**config.mk**
```make
export PLATFORM = sky130hd
export DESIGN_NAME = trace_buf_ctrl
export DESIGN_NICKNAME = d
export VERILOG_FILES = /design/src/rtl/trace_buf_ctrl.sv
export SDC_FILE = /design/constraint.sdc
export NUM_CORES = 1
export LEC_CHECK = 0
export ABC_AREA = 0
export CAP_MARGIN = 20
export CORE_ASPECT_RATIO = 1.1
export CORE_MARGIN = 3
export CORE_UTILIZATION = 45
export CTS_BUF_LIST = sky130_fd_sc_hd__clkbuf_4 sky130_fd_sc_hd__clkbuf_8
export CTS_CLUSTER_SIZE = 40
export DETAILED_ROUTE_END_ITERATION = 8
export PLACE_DENSITY = 0.82
export SLEW_MARGIN = 15
export SYNTH_ARGS = -nofsm -noshare
export SYNTH_HDL_FRONTEND = slang
export SYNTH_SLANG_ARGS = --single-unit
```
**constraint.sdc**
```tcl
create_clock -name clk -period 5.2 [get_ports clk]
set_input_delay 0.52 -clock clk [delete_from_list [all_inputs] [get_ports clk]]
set_output_delay 0.52 -clock clk [all_outputs]
set_load 0.005 [all_outputs]
```
**src/rtl/trace_buf_ctrl.sv**
```systemverilog
// trace_buf_ctrl: circular trace buffer controller for the I2C trace window.
// Writes capture words into an external dual-port RAM and serializes stored
// words byte-by-byte (LSB first) onto the bridge read path.
module trace_buf_ctrl #(
  parameter int unsigned AW = 8,
  parameter int unsigned DW = 32
) (
  input  logic          clk,
  input  logic          reset,
  input  logic          cap_valid,
  input  logic [DW-1:0] cap_data,
  input  logic          clear,
  input  logic          rd_pop_async,
  input  logic          trace_rd_reset_async,
  output logic          ram_we,
  output logic [AW-1:0] ram_waddr,
  output logic [DW-1:0] ram_wdata,
  output logic          ram_re,
  output logic [AW-1:0] ram_raddr,
  input  logic [DW-1:0] ram_rdata,
  output logic [7:0]    rd_byte,
  output logic [AW:0]   count,
  output logic          empty,
  output logic          full,
  output logic          overflow,
  output logic          underrun
);

  localparam int unsigned CW    = AW + 1;
  localparam int unsigned DEPTH = 2 ** AW;

  typedef enum logic [1:0] {ST_EMPTY, ST_FETCH, ST_LOAD, ST_HOLD} state_e;

  state_e        state_q, state_d;
  logic [2:0]    pop_sync_q, pop_sync_d;
  logic [2:0]    rrst_sync_q, rrst_sync_d;
  logic [AW-1:0] wptr_q, wptr_d;
  logic [AW-1:0] rptr_q, rptr_d;
  logic [CW-1:0] count_q, count_d;
  logic [1:0]    byte_sel_q, byte_sel_d;
  logic [DW-1:0] hold_q, hold_d;
  logic          overflow_q, overflow_d;
  logic          underrun_q, underrun_d;

  logic pop_pulse, rrst_pulse, pop_eff, cap_ok, pop_done, is_full;

  assign pop_pulse  = pop_sync_q[1] & ~pop_sync_q[2];
  assign rrst_pulse = rrst_sync_q[1] & ~rrst_sync_q[2];
  assign is_full    = (count_q == CW'(DEPTH));
  // A read-restart beats a coincident pop; clear beats everything.
  assign pop_eff    = pop_pulse & ~rrst_pulse & ~clear;
  assign cap_ok     = cap_valid & ~is_full & ~clear;
  assign pop_done   = (state_q == ST_HOLD) & pop_eff & (byte_sel_q == 2'd3);

  assign count    = count_q;
  assign empty    = (count_q == '0);
  assign full     = is_full;
  assign overflow = overflow_q;
  assign underrun = underrun_q;

  // Datapath next-state: synchronizers, pointers, occupancy, byte select, flags.
  always_comb begin
    pop_sync_d  = {pop_sync_q[1:0], rd_pop_async};
    rrst_sync_d = {rrst_sync_q[1:0], trace_rd_reset_async};
    wptr_d      = wptr_q;
    rptr_d      = rptr_q;
    count_d     = count_q;
    byte_sel_d  = byte_sel_q;
    hold_d      = hold_q;
    overflow_d  = overflow_q;
    underrun_d  = underrun_q;
    if (state_q == ST_LOAD) begin
      hold_d = ram_rdata;
    end
    if (clear) begin
      wptr_d     = '0;
      rptr_d     = '0;
      count_d    = '0;
      byte_sel_d = '0;
      overflow_d = 1'b0;
      underrun_d = 1'b0;
    end else begin
      if (cap_ok) begin
        wptr_d = wptr_q + AW'(1);
      end
      if (cap_valid && is_full) begin
        overflow_d = 1'b1;
      end
      if (pop_eff && (state_q != ST_HOLD)) begin
        underrun_d = 1'b1;
      end
      if (rrst_pulse || (state_q == ST_LOAD)) begin
        byte_sel_d = '0;
      end else if (pop_eff && (state_q == ST_HOLD)) begin
        if (byte_sel_q == 2'd3) begin
          byte_sel_d = '0;
          rptr_d     = rptr_q + AW'(1);
        end else begin
          byte_sel_d = byte_sel_q + 2'd1;
        end
      end
      count_d = count_q + CW'(cap_ok) - CW'(pop_done);
    end
  end

  // Datapath registers.
  always_ff @(posedge clk or posedge reset) begin
    if (reset) begin
      pop_sync_q  <= '0;
      rrst_sync_q <= '0;
      wptr_q      <= '0;
      rptr_q      <= '0;
      count_q     <= '0;
      byte_sel_q  <= '0;
      hold_q      <= '0;
      overflow_q  <= 1'b0;
      underrun_q  <= 1'b0;
    end else begin
      pop_sync_q  <= pop_sync_d;
      rrst_sync_q <= rrst_sync_d;
      wptr_q      <= wptr_d;
      rptr_q      <= rptr_d;
      count_q     <= count_d;
      byte_sel_q  <= byte_sel_d;
      hold_q      <= hold_d;
      overflow_q  <= overflow_d;
      underrun_q  <= underrun_d;
    end
  end

  // Read FSM state register.
  always_ff @(posedge clk or posedge reset) begin
    if (reset) begin
      state_q <= ST_EMPTY;
    end else begin
      state_q <= state_d;
    end
  end

  // Read FSM next state; the post-pop decision uses occupancy after any same-cycle capture.
  always_comb begin
    state_d = state_q;
    if (clear) begin
      state_d = ST_EMPTY;
    end else begin
      case (state_q)
        ST_EMPTY: if (count_q != '0) state_d = ST_FETCH;
        ST_FETCH: state_d = ST_LOAD;
        ST_LOAD:  state_d = ST_HOLD;
        ST_HOLD:  if (pop_done) state_d = (count_d != '0) ? ST_FETCH : ST_EMPTY;
        default:  state_d = ST_EMPTY;
      endcase
    end
  end

  // Read FSM and write-port outputs.
  always_comb begin
    ram_we    = cap_ok;
    ram_waddr = wptr_q;
    ram_wdata = cap_data;
    ram_re    = (state_q == ST_FETCH);
    ram_raddr = rptr_q;
    rd_byte   = 8'h00;
    if (state_q == ST_HOLD) begin
      rd_byte = hold_q[{byte_sel_q, 3'b000} +: 8];
    end
  end

endmodule

```
; ---- Yosys cells after proc, flatten, opt, wreduce, memory -nomap -nowiden
; Index checks and enable logic that the tools add are counted.
[word_totals]
register_bits = 69
elab_cells = 75
out_inout_bits = 71
mem_count = 0
input_bits = 70
mem_bits_ro = 0
mem_bits_rw = 0
latchBits = 0
[op_classes]
multipliers = 0
n_addsub = 5
n_lt_le_gt_ge = 0
eq_ne = 9
reduce_logical = 16
muxes = 21
div_mod_pow = 0
n_shift = 1
bitwise_logic = 13
[op_table]
columns = operator, count
row1 = $mux W8, 7
row2 = $shiftx A32 B6 Y8, 1
row3 = $reduce_bool A9 Y1, 2
row4 = $add A8 B1 Y8 const B, 2
row5 = $mux W2, 7
row6 = $reduce_bool A2 Y1, 5
row7 = $add A9 B1 Y9, 1
row8 = $eq A9 B9 Y1 const B, 1
row9 = $logic_not A9 Y1, 1
row10 = $mux W9, 1
row11 = $sub A9 B1 Y9, 1
row12 = $and A1 B1 Y1, 8
row13 = $pmux W2 S4, 1
row14 = $eq A2 B2 Y1 const B, 3
row15 = $ne A3 B3 Y1 const B, 2
row16 = $mux W1, 5
row17 = $not A1 Y1, 5
row18 = $ne A2 B2 Y1 const B, 2
row19 = $logic_and A1 B1 Y1, 3
row20 = $reduce_and A3 Y1, 1
row21 = $reduce_bool A3 Y1, 1
row22 = $add A2 B1 Y2 const B, 1
row23 = $eq A2 B1 Y1 const B, 1
row24 = $logic_not A2 Y1, 1
row25 = 2 further kinds, 2

; ---- Longest topological paths before layout
; Gate-level depths: netlist (run 1).
[logic_depth]
depth_word = 14
depth_mapped = 13
ltp_nobuf = 13

; ---- Worst setup path before layout (run 1)
; OpenSTA, ideal clock, no wires.
[synth_timing]
path_type = reg-to-reg
startpoint = reg state_q[0]
endpoint = reg state_q[0]
stages_incl_launch_ff = 14
required_time_ns = 5.068
synth_period_minus_slack_ns = 2.933
setup_ns = 0.132
n_path_buf = 1
arrival_time_ns = 2.802
slack_ns = 2.267
path_cell_list = dfrtp_1 -> ha_1 -> clkbuf_1 -> nand2_1 -> nor2_1 -> ha_1 -> inv_1 -> ha_1 -> fa_1 -> a21o_1 -> a2111oi_0 -> o31ai_1 -> xnor2_1 -> a31oi_1
[synth_via]
elab_chain_len = 10
word_cells_on_any_way = 16
cone_classes = add/sub (1) / eq/ne (5) / mux (5) / bitwise (2) / reduce/logical (3)
[synth_rtl]
columns = element, line_no
row1 = start: declaration, 34  ; state_e state_q, state_d;
row2 = start signal: assignment, 136  ; state_q <= state_d;
row3 = $eq A2 B2 Y1, "53, 146"
row4 = $and A1 B1 Y1 (2 in a row), 53  ; assign pop_done = (state_q == ST_HOLD) & pop_eff & (byte_sel_q == 2'd3);
row5 = $sub A9 B1 Y9, 102  ; count_d = count_q + CW'(cap_ok) - CW'(pop_done);
row6 = $mux W9, 75  ; if (clear) begin
row7 = $reduce_bool A9 Y1, 150  ; ST_HOLD: if (pop_done) state_d = (count_d != '0) ? ST_FETCH : ST_EMPTY;
row8 = $mux W1, 150
row9 = $mux W2, 150
row10 = $pmux W2 S4, 146  ; case (state_q)
row11 = $mux W2, 143  ; if (clear) begin
; Parallel ways exist; a longest one is shown, timed or not. The select of a mux whose other input is x is not followed.
; A chain may end at the register's enable or synchronous reset.

; ---- Final worst setup path (run 1)
; Same ends and word-level chain as after synthesis.

==> metrics.cfg, run 1 <==
[clock_tree]
cts-buffers-inserted=9
clock_latency_ps=350
clk_pin_slew_ps=70
post_cts_buffers=0
cts.repair.resized=0
cts_tree=done
cts_hold_buffers=0
clockRootBuffer=clkbuf_8
clockBufferDepth=2
numClockSinks=69
cts_htree_levels=3

[cells_and_area]
nets=468
final_common_cell=clkdlybuf4s50_1
layout_common_cells=76 x clkdlybuf4s50_1, 69 x dfrtp_1, 33 x mux2_2
drive_gt1_share_pct=17.8
diodes=0
stdcell_area_um2=4670
area.growth.synth_to_final_pct=23.9

[sta]
max-slew-margin-rel_pct=42.5
period_needed_ps=3310
timing.final.crit_share_pct=63.6
tightest_slew_ps=862
final-max-slew-violation-count=0
setup_violations=0
hold_viol=0
fin_skew_ps=5.45
setup-tns-final_ps=0
rsz0062_at_grt=false
fmax_mhz=302

[die]
die-area_um2=9520
core_area_um2=8040
die_x_um=93.3
start_util_pct=46.9
rows=34
die_y_um=102
io_pins=141

[logic_synthesis]
synth_seq_cells=69
ys.warnings.count=0
syn_inst=332
yosysTopAreaCell=dfrtp_1
synth_cell_types=47
synth_ff_type=dfrtp_1
async_flop_share_pct=100
ys_top_cells_by_area=dfrtp_1 46%, mux2_2 9.9%, buf_4 6.4%
synth_top_area_share_pct=45.8
ys_seq_area_share_pct=45.8
synth_nets=422
synth_edf_count=0
syn_area_um2=3770
synth_area_per_cell_um2=11.4

[critical_path]
crit_path_start_kind=flop
worstSetupEndpointType=flop
r2r_setup_slack_ps=1890
crit_end=state_q[0]$_DFFE_PP0P_
crit_type=reg -> reg
cp-startpoint=state_q[0]$_DFFE_PP0P_
crit_required_ps=5420
reg2reg_to=state_q[0]$_DFFE_PP0P_
arrival_ps=3530
r2r-start=state_q[0]$_DFFE_PP0P_
reg2reg_depth=12
cp_max_fo=12

[placed_design]
hpwl_um=5520
port-buffer-count=76
place_area_um2=4400
gp_congestion=0.821

[pwr]
p_leak_nw=1.94
p_per_area_nw_per_um2=456
ir_drop_mv=0.330

[outcome]
status=complete, no violations

[global_route]
grt_pass1_vias=2654
antenna_found_initial=0
grt_max_degree=70
track_usage_pct=17.5
grt-ovfl-total=0
grt_pass1_wl_um=13000

[drt]
viasPerCell=5.35
wl_um=7750
firstDrtPassIters=4
ant_nets=0
post_drt_wl_per_cell_um=15.8
post-route-drc-count=0
vias=2629
dr.first_iter.drc_count=125

[hold_path]
min_path_type=reg -> reg

[run]
maxCapViolations=0

==> per-layer routing <==
metal | share of wire, % | routed length [um] | up-vias | GRT usage [%]
met5 | 0 | 0 | - | 0
met4 | 2.2 | 170 | 0 | 7.67
met3 | 5.0 | 386 | 14 | 4.05
met2 | 50 | 3900 | 79 | 28.6
met1 | 42 | 3290 | 1305 | 22.5
li1 | - | - | 1231 | -
==> cell usage after synthesis (8+ instances only) <==
cell type  number
and2_1          9
mux4_2          8
dfrtp_1        69
inv_1          19
buf_4          32
a21oi_1        13
xor2_1          8
mux2_2         33
nand2_1        10
nor2_1         24
ha_1           19
==> through the flow <==
| step | hold WS, ps | setup slack, ps | instances | power (mW) | utilization (%) |
|---|---|---|---|---|---|
| floorplan | 331 | 2270 | 332 | 1.33 | - |
| global placement | 331 | 1860 | 475 | 1.51 | 54.7 |
| detailed placement | 335 | 1780 | 475 | 1.55 | 54.7 |
| CTS | 352 | 1850 | 491 | 2.14 | 58.1 |
| global route | 362 | 1540 | 491 | 2.27 | 58.1 |
| finish | 351 | 1890 | 491 | 2.13 | 58.1 |
==> area by class of cell <==
| class | count | area (um2) |
|---|---|---|
| fill | 668 | 3370 |
| inverter | 21 | 78.8 |
| tap | 108 | 135 |
| clock buffer | 10 | 138 |
| clock inverter | 6 | 134 |
| timing repair buffer | 79 | 783 |
| multi-input combinational | 198 | 1680 |
| sequential | 69 | 1730 |
==> cell families after synthesis <==
logic type      count (synthesis)  synth area share [%]
fa+ha+maj                      20                  6.83
compound gates                 39                  7.37
flops                          69                  45.8
xor+xnor                       13                  3.02
simple gates                   83                  12.1
buf+inv                        65                  9.72
mux                            43                  15.2
==> sequential cells by signal, indices dropped and copies added (netlist names) <==
register / cells
byte_sel_q: 2
count: 9
hold_q: 32
overflow: 1
pop_sync_q: 3
ram_raddr: 8
ram_waddr: 8
rrst_sync_q: 3
state_q: 2
underrun: 1
==> power breakdown <==
group | total, mW | internal, mW | switching (mW) | leakage (nW)
logic | 0.742 | 0.421 | 0.321 | 0.930
registers | 0.800 | 0.700 | 0.0997 | 0.870
clock network | 0.590 | 0.380 | 0.209 | 0.136
total | 2.13 | 1.50 | 0.630 | 1.94
==> worst min-delay path by stage <==
stage | cells after the start | endpoint | start | slack [ps]
after detailed placement | 0 | rrst_sync_q[1]$_DFF_PP0_ | rrst_sync_q[0]$_DFF_PP0_ | 330
after floorplan | 0 | pop_sync_q[1]$_DFF_PP0_ | pop_sync_q[0]$_DFF_PP0_ | 330
after global routing | 0 | pop_sync_q[1]$_DFF_PP0_ | pop_sync_q[0]$_DFF_PP0_ | 360
after global placement | 0 | pop_sync_q[1]$_DFF_PP0_ | pop_sync_q[0]$_DFF_PP0_ | 330
final | 0 | rrst_sync_q[1]$_DFF_PP0_ | rrst_sync_q[0]$_DFF_PP0_ | 350
after CTS | 0 | rrst_sync_q[1]$_DFF_PP0_ | rrst_sync_q[0]$_DFF_PP0_ | 350
==> critical path, stage by stage (launching register included) <==
cell	delay (ps)
dfrtp_1	430
ha_1	440
nand2_1	180
nor2_1	210
ha_1	150
inv_1	40
ha_1	200
fa_1	410
a21o_1	220
a2111oi_0	410
o31ai_1	130
xnor2_1	230
a31oi_1	110
(Power assumes the default switching activity.)
==> run 2, diff against run 1 <==
--- a/config.mk
+++ b/config.mk
@@ -9,11 +9,11 @@
 export CAP_MARGIN = 20
 export CORE_ASPECT_RATIO = 1.1
 export CORE_MARGIN = 3
-export CORE_UTILIZATION = 45
+export CORE_UTILIZATION = 42
 export CTS_BUF_LIST = sky130_fd_sc_hd__clkbuf_4 sky130_fd_sc_hd__clkbuf_8
 export CTS_CLUSTER_SIZE = 40
 export DETAILED_ROUTE_END_ITERATION = 8
-export PLACE_DENSITY = 0.82
+export PLACE_DENSITY = 0.81
 export SLEW_MARGIN = 15
 export SYNTH_ARGS = -nofsm -noshare
 export SYNTH_HDL_FRONTEND = slang
==> constraint.sdc (replaced) <==
create_clock -name clk -period 2.68 [get_ports clk]
set_input_delay 0.268 -clock clk [delete_from_list [all_inputs] [get_ports clk]]
set_output_delay 0.268 -clock clk [all_outputs]
set_load 0.005 [all_outputs]
==> run 2 against run 1 <==
Non-clock buffer count up 35. Register-to-register slack worse by 2000 ps. Fmax increased by 20%. Via count grew 4.9%. Cell count grew 7.7%. The flow now finishes with violations (setup timing). Setup slack worse by 2000 ps. Combinational power up 140%. First-iteration DRC count decreased by 7.2%. Highest routed layer unchanged. Clock skew is 2.4 ps higher.
==> metrics.cfg, run 2 (same netlist as run 1, synthesis figures left out) <==
[drt]
post-route-drc-count=0  ; unchanged
post_drt_wl_per_cell_um=16.2  ; +2.9%
vias=2758  ; +4.9%
ant_nets=0  ; unchanged
firstDrtPassIters=4  ; unchanged
wl_um=8590  ; +11%
dr.first_iter.drc_count=116  ; -7.2%
viasPerCell=5.21  ; -2.6%

[critical_path]
crit_required_ps=2900  ; -2520 ps
crit_type=reg -> reg
crit_path_start_kind=flop
worstSetupEndpointType=flop
arrival_ps=2980  ; -550 ps
cp_max_fo=4  ; -8

[placed_design]
gp_congestion=0.808  ; -1.5%
place_area_um2=4690  ; +6.6%
hpwl_um=6330  ; +15%
dp.cells=510  ; +7.4%
port-buffer-count=76  ; unchanged
post-place-ws_ps=-309  ; -2090 ps

[sta]
setup_violations=2  ; +2
max-slew-margin-rel_pct=57.8  ; +15 points
rsz0062_at_grt=true
period_needed_ps=2760  ; -547 ps
setup_ws_ps=-80.0  ; -1970 ps
hold_viol=0  ; unchanged
setup-tns-final_ps=-90.8  ; -90.8 ps
final-max-slew-violation-count=0  ; unchanged
tightest_slew_ps=625  ; -237 ps
fmax_mhz=362  ; +20%
timing.hold.ws_ps=316  ; -34.3 ps
timing.final.crit_share_pct=103  ; +39 points
fin_skew_ps=7.86  ; +2.41 ps

[run]
maxCapViolations=0  ; unchanged

[outcome]
failed_checks=setup timing
status=finished with violations

[pwr]
combPwrFrac_pct=41.9  ; +7.1 points
ir_drop_mv=0.450  ; +37%
p_leak_nw=2.10  ; +8.6%
switching_share_pct=31.8  ; +2.3 points
finalPower_mw=4.26  ; +100%
power.switching_mw=1.36  ; +120%
seqPwrFrac_pct=35.7  ; -1.8 points
p_per_area_nw_per_um2=847  ; +86%
intPower_mw=2.91  ; +94%
p_clk_share_pct=22.3  ; -5.4 points

[clock_tree]
clockBufferDepth=2  ; unchanged
cts_hold_buffers=0  ; unchanged
clockRootBuffer=clkbuf_8
clk_pin_slew_ps=80  ; about the same
cts_tree=done
clock_latency_ps=350  ; about the same
numClockSinks=69  ; unchanged
cts-buffers-inserted=9  ; unchanged
cts_htree_levels=3  ; unchanged

[die]
io_pins=141  ; unchanged
rows=35  ; +2.9%
die-area_um2=10200  ; +6.7%
die_y_um=105  ; +3.3%
die_x_um=96.3  ; +3.3%
start_util_pct=44.2  ; -2.7 points
core_area_um2=8540  ; +6.2%

[global_route]
antenna_found_initial=0  ; unchanged
grt_max_degree=43  ; -39%
track_usage_pct=17.8  ; +0.23 points
grt_pass1_vias=2946  ; +11%
grt_pass1_wl_um=14000  ; +7.6%
grt-ovfl-total=0  ; unchanged

[cells_and_area]
final_cells=529  ; +7.7%
stdcell_area_um2=5030  ; +7.7%
final_common_cell=clkdlybuf4s50_1
largest_register=hold_q
drive_gt1_share_pct=28.7  ; +11 points
n_fill_cell=671  ; +0.45%
layout_common_cells=76 x clkdlybuf4s50_1, 69 x dfrtp_1, 37 x buf_4
utilization_pct=58.9  ; +0.81 points
largest_reg_flops=32  ; unchanged
nets=503  ; +7.5%
diodes=0  ; unchanged
area.growth.synth_to_final_pct=33.4

[hold_path]
min_path_type=in -> async

## run 2: cell types whose count changed in the layout (fill, tap and decap cells not counted), moves of 2 or more
cell,delta
a2111oi_0,-2
buf_4,+34
bufinv_16,-2
clkinvlp_4,+4
ha_1,-4
ha_2,+2
ha_4,+2
nor2_1,-2
nor2_4,+2
nor3_1,-2
nor3_4,+2
## run 2: per-layer routing
layer  part of all wire (%)  vias to the layer above  track usage (%)
li1                       -                     1294                -
met1                     39                     1389             20.3
met2                     55                       58             31.8
met3                    4.3                       17             4.07
met4                    2.0                        0             6.21
met5                      0                        -                0
## run 2: cell type report
class | count | area (um2) | share of cell area, %
Multi-Input combinational cell | 198 | 1810 | 35.9
Sequential cell | 69 | 1730 | 34.3
Clock buffer | 9 | 124 | 2.46
Clock inverter | 7 | 98.8 | 1.96
Inverter | 21 | 78.8 | 1.57
Timing Repair Buffer | 114 | 1060 | 21.0
Tap cell | 111 | 139 | 2.76
## run 2: worst paths after layout
kind                                           from                        to  slack, ps  cells after the start
max                        rrst_sync_q[1]$_DFF_PP0_    state_q[0]$_DFFE_PP0P_        -80                     13
min                                           reset  ram_raddr[5]$_DFFE_PP0P_        320                      2
max reg2reg                rrst_sync_q[1]$_DFF_PP0_    state_q[0]$_DFFE_PP0P_        -80                     13
min reg2reg                 pop_sync_q[0]$_DFF_PP0_   pop_sync_q[1]$_DFF_PP0_        360                      0
max in group asynchronous                     reset    hold_q[16]$_DFFE_PP0P_       1740                      3
min in group clk            pop_sync_q[0]$_DFF_PP0_   pop_sync_q[1]$_DFF_PP0_        360                      0
## run 2: repair_timing
action | 4_1_cts | 5_1_grt
setup buffers | 2 | 1
setup endpoints to repair | 2 | 2
gates resized for setup | 8 | 9
pin swaps | 12 | 2
endpoints found under the hold margin | 0 | 0
## run 2: power groups by stage
stage	Combinational, mW	Clock [mW]	Sequential, mW
after floorplan	1.10	0	1.51
after global placement	1.63	0	1.51
after detailed placement	1.68	0	1.55
after CTS	1.73	0.967	1.53
after global routing	1.96	1.01	1.56
final	1.79	0.951	1.52
## run 2: critical path: stages (launching register included)
cell and delay (ps):
dfrtp_1 380, nor2b_4 140, nor3_4 220, nand2_4 90, nor2_4 110, ha_4 140, inv_2 40, ha_4 150
fa_2 380, a21o_1 240, a2111oi_4 330, o31ai_2 100, xnor2_1 190, a31oi_1 120
